==> src/rtl/branch_pkg.sv <==
// Shared definitions for the EX-stage branch resolution block:
// funct3 encodings, FSM state type and statistics counter width.
package branch_pkg;

  localparam int CNT_W = 32;

  localparam logic [2:0] F3_BEQ  = 3'b000;
  localparam logic [2:0] F3_BNE  = 3'b001;
  localparam logic [2:0] F3_BLT  = 3'b100;
  localparam logic [2:0] F3_BGE  = 3'b101;
  localparam logic [2:0] F3_BLTU = 3'b110;
  localparam logic [2:0] F3_BGEU = 3'b111;

  typedef enum logic [1:0] {
    IDLE  = 2'd0,
    FLUSH = 2'd1,
    TRAP  = 2'd2
  } br_state_e;

  // Reserved encodings 010/011 never take and never redirect.
  function automatic logic f3_is_branch(input logic [2:0] f3);
    return (f3[2:1] != 2'b01);
  endfunction

  function automatic logic br_taken(input logic [2:0] f3, input logic less,
                                    input logic equal);
    logic t;
    t = 1'b0;
    case (f3)
      F3_BEQ:           t = equal;
      F3_BNE:           t = !equal;
      F3_BLT, F3_BLTU:  t = less;
      F3_BGE, F3_BGEU:  t = !less;
      default:          t = 1'b0;
    endcase
    return t;
  endfunction

endpackage

==> src/rtl/branch_resolve_if.sv <==
// EX-stage bundle between the pipeline (master) and branch_resolve (slave).
// Statistics ports exist in every build; they read 0 unless BRANCH_STATS_EN.
interface branch_resolve_if #(parameter int N = 31);
  import branch_pkg::*;

  logic             ex_valid_i;
  logic             ex_stall_i;
  logic             ex_is_br_i;
  logic             ex_is_jal_i;
  logic             ex_is_jalr_i;
  logic [2:0]       ex_funct3_i;
  logic [N:0]       ex_pc_i;
  logic [N:0]       ex_imm_i;
  logic [N:0]       rs1_data_i;
  logic             br_less_i;
  logic             br_equal_i;
  logic             pred_taken_i;
  logic [N:0]       pred_pc_i;
  logic             trap_ack_i;
  logic             br_unsigned_o;
  logic             redirect_o;
  logic [N:0]       redirect_pc_o;
  logic             flush_o;
  logic             misalign_o;
  logic [CNT_W-1:0] br_count_o;
  logic [CNT_W-1:0] mispred_count_o;

  modport master (
    output ex_valid_i, ex_stall_i, ex_is_br_i, ex_is_jal_i, ex_is_jalr_i,
           ex_funct3_i, ex_pc_i, ex_imm_i, rs1_data_i, br_less_i, br_equal_i,
           pred_taken_i, pred_pc_i, trap_ack_i,
    input  br_unsigned_o, redirect_o, redirect_pc_o, flush_o, misalign_o,
           br_count_o, mispred_count_o
  );

  modport slave (
    input  ex_valid_i, ex_stall_i, ex_is_br_i, ex_is_jal_i, ex_is_jalr_i,
           ex_funct3_i, ex_pc_i, ex_imm_i, rs1_data_i, br_less_i, br_equal_i,
           pred_taken_i, pred_pc_i, trap_ack_i,
    output br_unsigned_o, redirect_o, redirect_pc_o, flush_o, misalign_o,
           br_count_o, mispred_count_o
  );

endinterface

==> src/rtl/branch_resolve_target.sv <==
// Combinational target and fall-through address generation.
// JALR adds to rs1 and clears bit 0; branches and JAL add to the PC.
module branch_target #(
  parameter int n = 31
) (
  input  logic [n:0] pc_i,
  input  logic [n:0] imm_i,
  input  logic [n:0] rs1_i,
  input  logic       is_jalr_i,
  output logic [n:0] target_o,
  output logic [n:0] fallthrough_o
);

  logic [n:0] base;
  logic [n:0] sum;

  assign base          = is_jalr_i ? rs1_i : pc_i;
  assign sum           = base + imm_i;
  assign target_o      = is_jalr_i ? {sum[n:1], 1'b0} : sum;
  assign fallthrough_o = pc_i + (n+1)'(4);

endmodule

==> src/rtl/branch_resolve.sv <==
// EX-stage branch/jump resolution: decides taken/target, checks the IF
// prediction and issues a registered redirect+flush or a held misalign trap.
//
//   state | meaning
//   IDLE  | accepting resolve events
//   FLUSH | one-cycle redirect_o/flush_o pulse, EX slot is wrong-path
//   TRAP  | misalign_o held until trap_ack_i
module branch_resolve
  import branch_pkg::*;
#(
  parameter int n = 31
) (
  input  logic            clk_i,
  input  logic            rst_i,
  branch_resolve_if.slave bus
);

  br_state_e  state_q, state_d;
  logic [n:0] redirect_pc_q, redirect_pc_d;

  logic [n:0] target;
  logic [n:0] fallthrough;
  logic [n:0] actual_pc;
  logic       is_cf;
  logic       is_jump;
  logic       taken;
  logic       resolve;
  logic       mispredict;
  logic       misaligned;

  branch_target #(.n(n)) u_target (
    .pc_i          (bus.ex_pc_i),
    .imm_i         (bus.ex_imm_i),
    .rs1_i         (bus.rs1_data_i),
    .is_jalr_i     (bus.ex_is_jalr_i),
    .target_o      (target),
    .fallthrough_o (fallthrough)
  );

  assign is_jump    = bus.ex_is_jal_i | bus.ex_is_jalr_i;
  assign is_cf      = bus.ex_is_br_i | is_jump;
  assign taken      = is_jump |
                      (bus.ex_is_br_i &
                       br_taken(bus.ex_funct3_i, bus.br_less_i, bus.br_equal_i));
  assign actual_pc  = taken ? target : fallthrough;
  // pred_taken_i is implied by pred_pc_i; comparing addresses covers both
  // direction and target errors.
  assign mispredict = (is_jump | f3_is_branch(bus.ex_funct3_i)) &
                      (actual_pc != bus.pred_pc_i);
  assign misaligned = taken & (target[1:0] != 2'b00);
  assign resolve    = (state_q == IDLE) & bus.ex_valid_i & !bus.ex_stall_i & is_cf;

  assign bus.br_unsigned_o = bus.ex_is_br_i & bus.ex_funct3_i[1];

  always_ff @(posedge clk_i or posedge rst_i) begin
    if (rst_i) begin
      state_q       <= IDLE;
      redirect_pc_q <= '0;
    end else begin
      state_q       <= state_d;
      redirect_pc_q <= redirect_pc_d;
    end
  end

  always_comb begin
    state_d       = state_q;
    redirect_pc_d = redirect_pc_q;
    case (state_q)
      IDLE: begin
        if (resolve) begin
          if (misaligned) begin
            state_d = TRAP;
          end else if (mispredict) begin
            state_d       = FLUSH;
            redirect_pc_d = actual_pc;
          end
        end
      end
      FLUSH:   state_d = IDLE;
      TRAP:    if (bus.trap_ack_i) state_d = IDLE;
      default: state_d = IDLE;
    endcase
  end

  assign bus.redirect_o    = (state_q == FLUSH);
  assign bus.flush_o       = (state_q == FLUSH);
  assign bus.misalign_o    = (state_q == TRAP);
  assign bus.redirect_pc_o = redirect_pc_q;

`ifdef BRANCH_STATS_EN
  logic [CNT_W-1:0] br_cnt_q;
  logic [CNT_W-1:0] mis_cnt_q;
  logic             enter_flush;

  assign enter_flush = (state_q == IDLE) & (state_d == FLUSH);

  always_ff @(posedge clk_i or posedge rst_i) begin
    if (rst_i) begin
      br_cnt_q  <= '0;
      mis_cnt_q <= '0;
    end else begin
      if (resolve && (br_cnt_q != '1))      br_cnt_q  <= br_cnt_q + 1'b1;
      if (enter_flush && (mis_cnt_q != '1)) mis_cnt_q <= mis_cnt_q + 1'b1;
    end
  end

  assign bus.br_count_o      = br_cnt_q;
  assign bus.mispred_count_o = mis_cnt_q;
`else
  assign bus.br_count_o      = '0;
  assign bus.mispred_count_o = '0;
`endif

endmodule

==> src/flat_wrapper.sv <==
// flat-port wrapper written by rule: the top's interface ports become plain ports
module branch_resolve_flat import branch_pkg::*;
#(
  parameter int n = 31
)
  (clk_i, rst_i, bus_ex_valid_i, bus_ex_stall_i, bus_ex_is_br_i, bus_ex_is_jal_i, bus_ex_is_jalr_i, bus_ex_funct3_i, bus_ex_pc_i, bus_ex_imm_i, bus_rs1_data_i, bus_br_less_i, bus_br_equal_i, bus_pred_taken_i, bus_pred_pc_i, bus_trap_ack_i, bus_br_unsigned_o, bus_redirect_o, bus_redirect_pc_o, bus_flush_o, bus_misalign_o, bus_br_count_o, bus_mispred_count_o);
  branch_resolve_if bus_i ();
  input  logic clk_i;
  input  logic rst_i;
  input wire logic [$bits(bus_i.ex_valid_i)-1:0] bus_ex_valid_i;
  input wire logic [$bits(bus_i.ex_stall_i)-1:0] bus_ex_stall_i;
  input wire logic [$bits(bus_i.ex_is_br_i)-1:0] bus_ex_is_br_i;
  input wire logic [$bits(bus_i.ex_is_jal_i)-1:0] bus_ex_is_jal_i;
  input wire logic [$bits(bus_i.ex_is_jalr_i)-1:0] bus_ex_is_jalr_i;
  input wire logic [$bits(bus_i.ex_funct3_i)-1:0] bus_ex_funct3_i;
  input wire logic [$bits(bus_i.ex_pc_i)-1:0] bus_ex_pc_i;
  input wire logic [$bits(bus_i.ex_imm_i)-1:0] bus_ex_imm_i;
  input wire logic [$bits(bus_i.rs1_data_i)-1:0] bus_rs1_data_i;
  input wire logic [$bits(bus_i.br_less_i)-1:0] bus_br_less_i;
  input wire logic [$bits(bus_i.br_equal_i)-1:0] bus_br_equal_i;
  input wire logic [$bits(bus_i.pred_taken_i)-1:0] bus_pred_taken_i;
  input wire logic [$bits(bus_i.pred_pc_i)-1:0] bus_pred_pc_i;
  input wire logic [$bits(bus_i.trap_ack_i)-1:0] bus_trap_ack_i;
  output wire logic [$bits(bus_i.br_unsigned_o)-1:0] bus_br_unsigned_o;
  output wire logic [$bits(bus_i.redirect_o)-1:0] bus_redirect_o;
  output wire logic [$bits(bus_i.redirect_pc_o)-1:0] bus_redirect_pc_o;
  output wire logic [$bits(bus_i.flush_o)-1:0] bus_flush_o;
  output wire logic [$bits(bus_i.misalign_o)-1:0] bus_misalign_o;
  output wire logic [$bits(bus_i.br_count_o)-1:0] bus_br_count_o;
  output wire logic [$bits(bus_i.mispred_count_o)-1:0] bus_mispred_count_o;
  assign bus_i.ex_valid_i = bus_ex_valid_i;
  assign bus_i.ex_stall_i = bus_ex_stall_i;
  assign bus_i.ex_is_br_i = bus_ex_is_br_i;
  assign bus_i.ex_is_jal_i = bus_ex_is_jal_i;
  assign bus_i.ex_is_jalr_i = bus_ex_is_jalr_i;
  assign bus_i.ex_funct3_i = bus_ex_funct3_i;
  assign bus_i.ex_pc_i = bus_ex_pc_i;
  assign bus_i.ex_imm_i = bus_ex_imm_i;
  assign bus_i.rs1_data_i = bus_rs1_data_i;
  assign bus_i.br_less_i = bus_br_less_i;
  assign bus_i.br_equal_i = bus_br_equal_i;
  assign bus_i.pred_taken_i = bus_pred_taken_i;
  assign bus_i.pred_pc_i = bus_pred_pc_i;
  assign bus_i.trap_ack_i = bus_trap_ack_i;
  assign bus_br_unsigned_o = bus_i.br_unsigned_o;
  assign bus_redirect_o = bus_i.redirect_o;
  assign bus_redirect_pc_o = bus_i.redirect_pc_o;
  assign bus_flush_o = bus_i.flush_o;
  assign bus_misalign_o = bus_i.misalign_o;
  assign bus_br_count_o = bus_i.br_count_o;
  assign bus_mispred_count_o = bus_i.mispred_count_o;
  branch_resolve #(.n(n)) u_core (.clk_i(clk_i), .rst_i(rst_i), .bus(bus_i));
endmodule
==> config.mk <==
export PLATFORM = sky130hd
export DESIGN_NAME = branch_resolve_flat
export DESIGN_NICKNAME = d
export VERILOG_FILES = /design/src/rtl/branch_pkg.sv /design/src/rtl/branch_resolve_if.sv /design/src/rtl/branch_resolve_target.sv /design/src/rtl/branch_resolve.sv /design/src/flat_wrapper.sv
export SDC_FILE = /design/constraint.sdc
export NUM_CORES = 1
export LEC_CHECK = 0
export ABC_CLOCK_PERIOD_IN_PS = 6000
export BUFFER_PORTS_ARGS = -buffer_cell sky130_fd_sc_hd__buf_2
export CAP_MARGIN = 20
export CORE_MARGIN = 1.5
export CORE_UTILIZATION = 44
export DETAILED_ROUTE_END_ITERATION = 10
export PLACE_DENSITY_LB_ADDON = 0.12
export SKIP_LAST_GASP = 1
export SLEW_MARGIN = 20
export SYNTH_ARGS = -nofsm -noshare
export SYNTH_HDL_FRONTEND = slang
export SYNTH_SLANG_ARGS = --single-unit
==> constraint.sdc <==
create_clock -name clk_i -period 6 [get_ports clk_i]
set_input_delay 1.5 -clock clk_i [delete_from_list [all_inputs] [get_ports clk_i]]
set_output_delay 1.5 -clock clk_i [all_outputs]
set_load 0.01 [all_outputs]
Yosys cells after proc, flatten, opt, wreduce, memory -nomap -nowiden
Cells that the tools add are included.
- reduce and logical (&&, ||, !) cells: 10
- bitwise gates (word level): 12
- mux-type cells: 9
- equal/unequal tests: 12
- add/subtract/negate cells: 2
- operators by type and width (kind ; count):
    32-bit two-way mux ; 2
    32-bit by 3-bit adder with 32-bit output (second input constant) ; 1
    32-bit adder ; 1
    32-bit != test ; 1
    3-bit equality test (second input constant) ; 4
    2-bit two-way mux ; 4
    1-bit AND ; 7
    2-bit by 1-bit != test with 1-bit output (second input constant) ; 2
    1-bit OR ; 4
    1-bit case mux with 4 select lines ; 1
    2-bit case mux with 2 select lines ; 1
    4-bit AND reduction ; 1
    2-bit OR reduction ; 2
    3-bit by 1-bit equality test with 1-bit output (second input constant) ; 1
    1-bit zero test ; 3
    3-bit zero test ; 1
    3-bit by 1-bit != test with 1-bit output (second input constant) ; 1
    3-bit AND reduction ; 1
    2-bit by 1-bit equality test with 1-bit output (second input constant) ; 1
    2-bit equality test (second input constant) ; 1
    2-bit zero test ; 1
    2-bit != test (second input constant) ; 1
    2-bit nonzero test ; 1
    1-bit two-way mux ; 1
    1-bit NOT ; 1
- output and inout bits: 100
- bits of input ports: 142
- logic and storage cells: 47
- register bits: 34

Longest topological paths before layout
- depth in word-level cells: 12
- gate-level depth with buffers: 18
- gate-level depth less buffers: 14

Hierarchy
Synthesis repeated with hierarchy kept, for this count alone.
- cell total of the unflattened synthesis: 702
- area total of the unflattened synthesis: 5979.5 um2
- modules (own cells, without submodules) (module ; area an instance (um2) ; cells an instance ; times used ; sequential area each (um2)):
    branch_resolve ; 3169.3 ; 311 ; 1 ; 850.8
    branch_target ; 2810.2 ; 391 ; 1 ; 0.0

Worst setup path after synthesis
OpenSTA, ideal clock, no wires.
- path type: input-to-reg
- from: input port bus_ex_is_jalr_i
- to: register u_core.redirect_pc_q[10] (netlist: u_core.bus.redirect_pc_o[10])
- path slack: -171 ps
- cell stages on the path: 16
- data required time: 5875 ps
- library setup time: 125 ps
- arrival time: 6046 ps
- buffers on the path: 3
- cells stage by stage: clkbuf_1 clkbuf_1 mux2_2 ha_1 o211ai_1 o211a_1 or4b_4 a2111o_1 a221o_1 o2111a_1 a211o_1 a2111oi_4 o2111a_2 a21oi_2 buf_6 mux2_4
- cells in the longest elaborated chain, start to end: 7
- elaborated cells on any way between the ends: 15
- those cells by class: add/sub: 1; eq/ne: 1; mux: 3; bitwise: 8; reduce/logical: 2
- RTL lines (item ; line ; RTL):
    start, declared ; flat_wrapper.sv:14 ; input wire logic [$bits(bus_i.ex_is_jalr_i)-1:0] bus_ex_is_jalr_i;
    32-bit two-way mux ; branch_resolve_target.sv:17 ; assign base = is_jalr_i ? rs1_i : pc_i;
    32-bit adder ; branch_resolve_target.sv:18 ; assign sum = base + imm_i;
    1-bit two-way mux ; branch_resolve_target.sv:19 ; assign target_o = is_jalr_i ? {sum[n:1], 1'b0} : sum;
    32-bit two-way mux or 2-bit nonzero test (tied branches) ; branch_resolve.sv:45, branch_resolve.sv:50 ;
    32-bit != test or 1-bit AND (tied branches) ; branch_resolve.sv:49, branch_resolve.sv:50 ;
    1-bit AND or 1-bit NOT (tied branches) ; -- ;
    4-bit AND reduction (no source line) ; -- ;
    end signal, assigned ; branch_resolve.sv:61 ; redirect_pc_q <= redirect_pc_d;
    end, declared ; branch_resolve.sv:19 ; logic [n:0] redirect_pc_q, redirect_pc_d;
Parallel ways exist; a longest one is shown, timed or not.
A chain may end at the register's enable or synchronous reset.

Worst setup path in the final report
- from: input port bus_ex_is_jalr_i
- to: register u_core.redirect_pc_q[4] (netlist: u_core.bus.redirect_pc_o[4])
Same word-level chain as after synthesis.

==> metrics.md <==
| Metric | Value |
|---|---|
| Rows | `43` |
| CTS Buf Count | `5` |
| Switch Pwr | `697 uW` |
| # IOs | `242` |
| RSZ-0062 raised after global routing | `false` |
| Max Cap Violations | `0` |
| Critical Path, Cell by Cell | `buf_2 > mux2_2 > ha_1 > a211oi_1 > o211a_1 > or4b_4 > a2111o_1 > a221o_1 > o2111a_1 > a211o_1 > a2111oi_4 > o2111a_2 > a21oi_4 > buf_12 > mux2_4` |
| CP Capture Type | `register` |
| Sink Count | `34` |
| Die W | `123 um` |
| Top FF cell, synth | `dfrtp_1` |
| Worst Setup SP | `bus_ex_is_jalr_i` |
| Hold Crit Class | `register to register` |
| Area Overhead vs Synth | `22.1%` |
| Root buf cell | `clkbuf_16` |
| Crit Path Category | `primary input to register` |
| Worst R2R Setup Slack | `3720 ps` |
| Worst r2r src | `u_core.state_q[0]` |
| Mapped Area | `0.00633 mm^2` |
| Clock latency on the worst-skew pair | `280 ps` |
| ANT nets after route | `0` |
| Metal3 WL | `1230 um` |
| GRT Overall Usage | `25.6%` |
| HPWL Detailed | `16800 um` |
| Initial drt markers | `353` |
| Pwr Total | `1680 uW` |
| Gpl congestion | `0.940` |
| DR vias | `6547` |
| Max incr delay on CP | `560 ps` |
| Count of pins over their slew limit | `0` |
| WL final | `19500 um` |
| Initial antenna violation count | `0` |
| Clock Skews | `3.14 ps` |
| Via-to-Cell Ratio | `5.42` |
| Net Sw Frac | `41.5%` |
| CP Max Fanout | `21` |
| Clock transition at path regs | `50 ps` |
| Slowest cell on crit path | `or4b_4` |
| Clk pwr share | `14.1%` |
| Worst-Margin Slew | `583 ps` |
| Ratio of cells with drive above 1 in the final layout | `30.8%` |
| Post-CTS setup buffer count | `0` |
| Tmin final | `5770 ps` |
| Die extent in y | `123 um` |
| Arr. time, crit path | `5930 ps` |
| Internal | `985 uW` |
| VDD IR max | `0.122 mV` |
| PnR worst setup slack | `231 ps` |
| R2R cell count | `8` |
| Dpl ws | `-13.8 ps` |
| Clock Path Buffers | `2` |
| Final cycle utilization of the critical path | `96.1%` |
| Layout net count | `1201` |
| Drt wl/cell | `16.2 um` |
| Max Used Layer | `met4` |
| Post-Synthesis Cells | `812` |
| Lkg Pwr | `0.00366 uW` |
| Wire length of the first global-routing pass | `30100 um` |
| Post-synth EDFFs | `0` |
| PostCTS Resize Cnt | `0` |
| Logic gate share of total power | `62.0%` |
| Largest net degree at the start of global routing | `35` |
| Relative slew margins | `60.8%` |
| Outcome | `completed` |
| Residual DRC | `0` |
| Port buffer count | `176` |
| GRT overflow | `0` |
| FFs w/ async S/R, synth | `100%` |
| Critical path data required time | `6160 ps` |
| Reg-to-reg endpoint | `u_core.bus.redirect_pc_o[12]` |
| Syn Area/Cell | `7.80 um^2` |
| Fin. Hold Viols | `0` |
| First-pass DRT Iterations | `5` |
| Flop pwr share | `23.9%` |
| Pwr dens | `218 mW/mm^2` |
| Initial Utilization | `45.3%` |
| Unique masters post-synth | `71` |
| Filler instances | `1401` |
| Seq cells post-synth | `34` |
| Core area | `0.0140 mm^2` |
| Synth warnings | `0` |
| Post-CTS Hold Buffers | `0` |
| Min Hold Slack | `505 ps` |
| Final setup fails | `0` |
| Die area | `0.0151 mm^2` |
| Seq/Total Area, Yosys | `13.4%` |
| Max Fclk | `0.173 GHz` |
| TritonCTS clock tree | `built` |
| Met1 WL | `9530 um` |
| Vias in the first global route | `5758` |
| Setup_tns | `0 ps` |
| Number of H-tree levels | `2` |
| Worst Setup Start Kind | `primary input` |
| Critical Path Sink | `u_core.bus.redirect_pc_o[4]` |
| Met2 wire len | `8480 um` |
==> Yosys cell counts (all sizes together) (3+ instances only) <==
cell type,number,area [um^2]
nor3,15,75.1
nand4,18,113
and4,7,61.3
dfrtp,34,851
o32ai,3,26.3
mux2i,21,210
or2,4,25.0
and2,13,81.3
ha,32,400
inv,19,71.3
buf,77,554
and3,15,93.8
a21oi,51,259
mux2,49,619
nor2,54,203
a211oi,9,67.6
nand2b,10,62.6
a211o,5,43.8
o2111a,3,35.0
nand3,25,125
or3,9,56.3
a31oi,12,75.1
clkbuf,27,101
o31ai,4,30.0
a21o,11,82.6
a2111oi,7,80.1
o211ai,15,113
nor4,8,50.1
xnor3,4,90.1
o211a,5,50.1
a221o,4,40.0
o21ai,41,205
xor2,32,280
o21a,7,52.6
nor2b,13,81.3
nand2,70,263
o221ai,3,26.3
xnor2,42,368
==> power groups by stage <==
stage	clock [uW]	sequential, uW	combinational [uW]
2_1_floorplan	0	451	626
3_3_place_gp	0	403	1020
3_5_place_dp	0	406	1030
4_1_cts	242	404	1040
5_1_grt	250	418	1150
6_report	237	402	1040
==> layer usage <==
layer | global-route usage (%) | vias up
met2 | 38.7 | 232
li1 | - | 3280
met3 | 1.85 | 20
met1 | 38.9 | 3015
met5 | 0 | -
met4 | 7.04 | 0
==> kinds of logic after synthesis <==
logic type | count (synthesis) | synth area share, %
AND/OR/NAND/NOR | 273 | 22.1
buffers and inverters | 123 | 11.5
XOR/XNOR | 78 | 11.7
AO/OA/AOI/OAI | 200 | 21.5
flip-flops | 34 | 13.4
other | 1 | 0.0592
multiplexers | 70 | 13.1
adder cells (fa/ha/maj) | 33 | 6.64
==> metrics by stage <==
step                util [%]  instance area [um^2]  std cells
floorplan                  -                  6580        875
global placement        54.3                  7600       1199
detailed placement      54.3                  7600       1199
CTS                     55.3                  7730       1206
global route            55.3                  7730       1206
finish                  55.3                  7730       1207
==> placed cells by master, fill, tap and decap left out, types with 31 or more instances in the layout <==
| cell | Yosys | routed |
|---|---|---|
| buf_2 | 5 | 176 |
| buf_4 | 65 | 71 |
| nand2_1 | 70 | 70 |
| conb_1 | 1 | 64 |
| nor2_1 | 54 | 54 |
| a21oi_1 | 50 | 50 |
| xnor2_1 | 42 | 42 |
| o21ai_0 | 41 | 41 |
| dfrtp_1 | 34 | 34 |
| xor2_1 | 32 | 32 |
| ha_1 | 32 | 32 |
| mux2_2 | 31 | 31 |
==> worst max-delay path, delay by kind of cell <==
kind | cells | cell delay, ps
multiplexers | 2 | 680
adder cells (fa/ha/maj) | 1 | 300
buffers and inverters | 2 | 360
AND/OR/NAND/NOR | 1 | 560
AO/OA/AOI/OAI | 9 | 2510
==> how the worst min path moves through the flow <==
stage                                    to  cells after the start  slack (ps)                         start
3_3_place_gp   u_core.bus.redirect_pc_o[27]                      1         490  u_core.bus.redirect_pc_o[27]
2_1_floorplan  u_core.bus.redirect_pc_o[11]                      2         550  u_core.bus.redirect_pc_o[11]
3_5_place_dp    u_core.bus.redirect_pc_o[7]                      1         500   u_core.bus.redirect_pc_o[7]
4_1_cts         u_core.bus.redirect_pc_o[7]                      1         510   u_core.bus.redirect_pc_o[7]
6_report        u_core.bus.redirect_pc_o[2]                      1         500   u_core.bus.redirect_pc_o[2]
5_1_grt        u_core.bus.redirect_pc_o[17]                      1         520  u_core.bus.redirect_pc_o[17]
==> sequential cells by signal, summed over array words and instances (netlist names) <==
name and flops:
u_core.bus.redirect_pc_o 32, u_core.state_q 2
==> cell type report <==
type                            count  area [um^2]  area share (%)
Timing Repair Buffer              248         1430            18.5
Tap cell                          180          225            2.91
Sequential cell                    34          851            11.0
Inverter                           19         71.3           0.922
Antenna cell                        1         2.50          0.0324
Clock buffer                        7          133            1.71
Multi-Input combinational cell    718         5020            64.9
No activity file was read; power rests on OpenSTA's default activity.
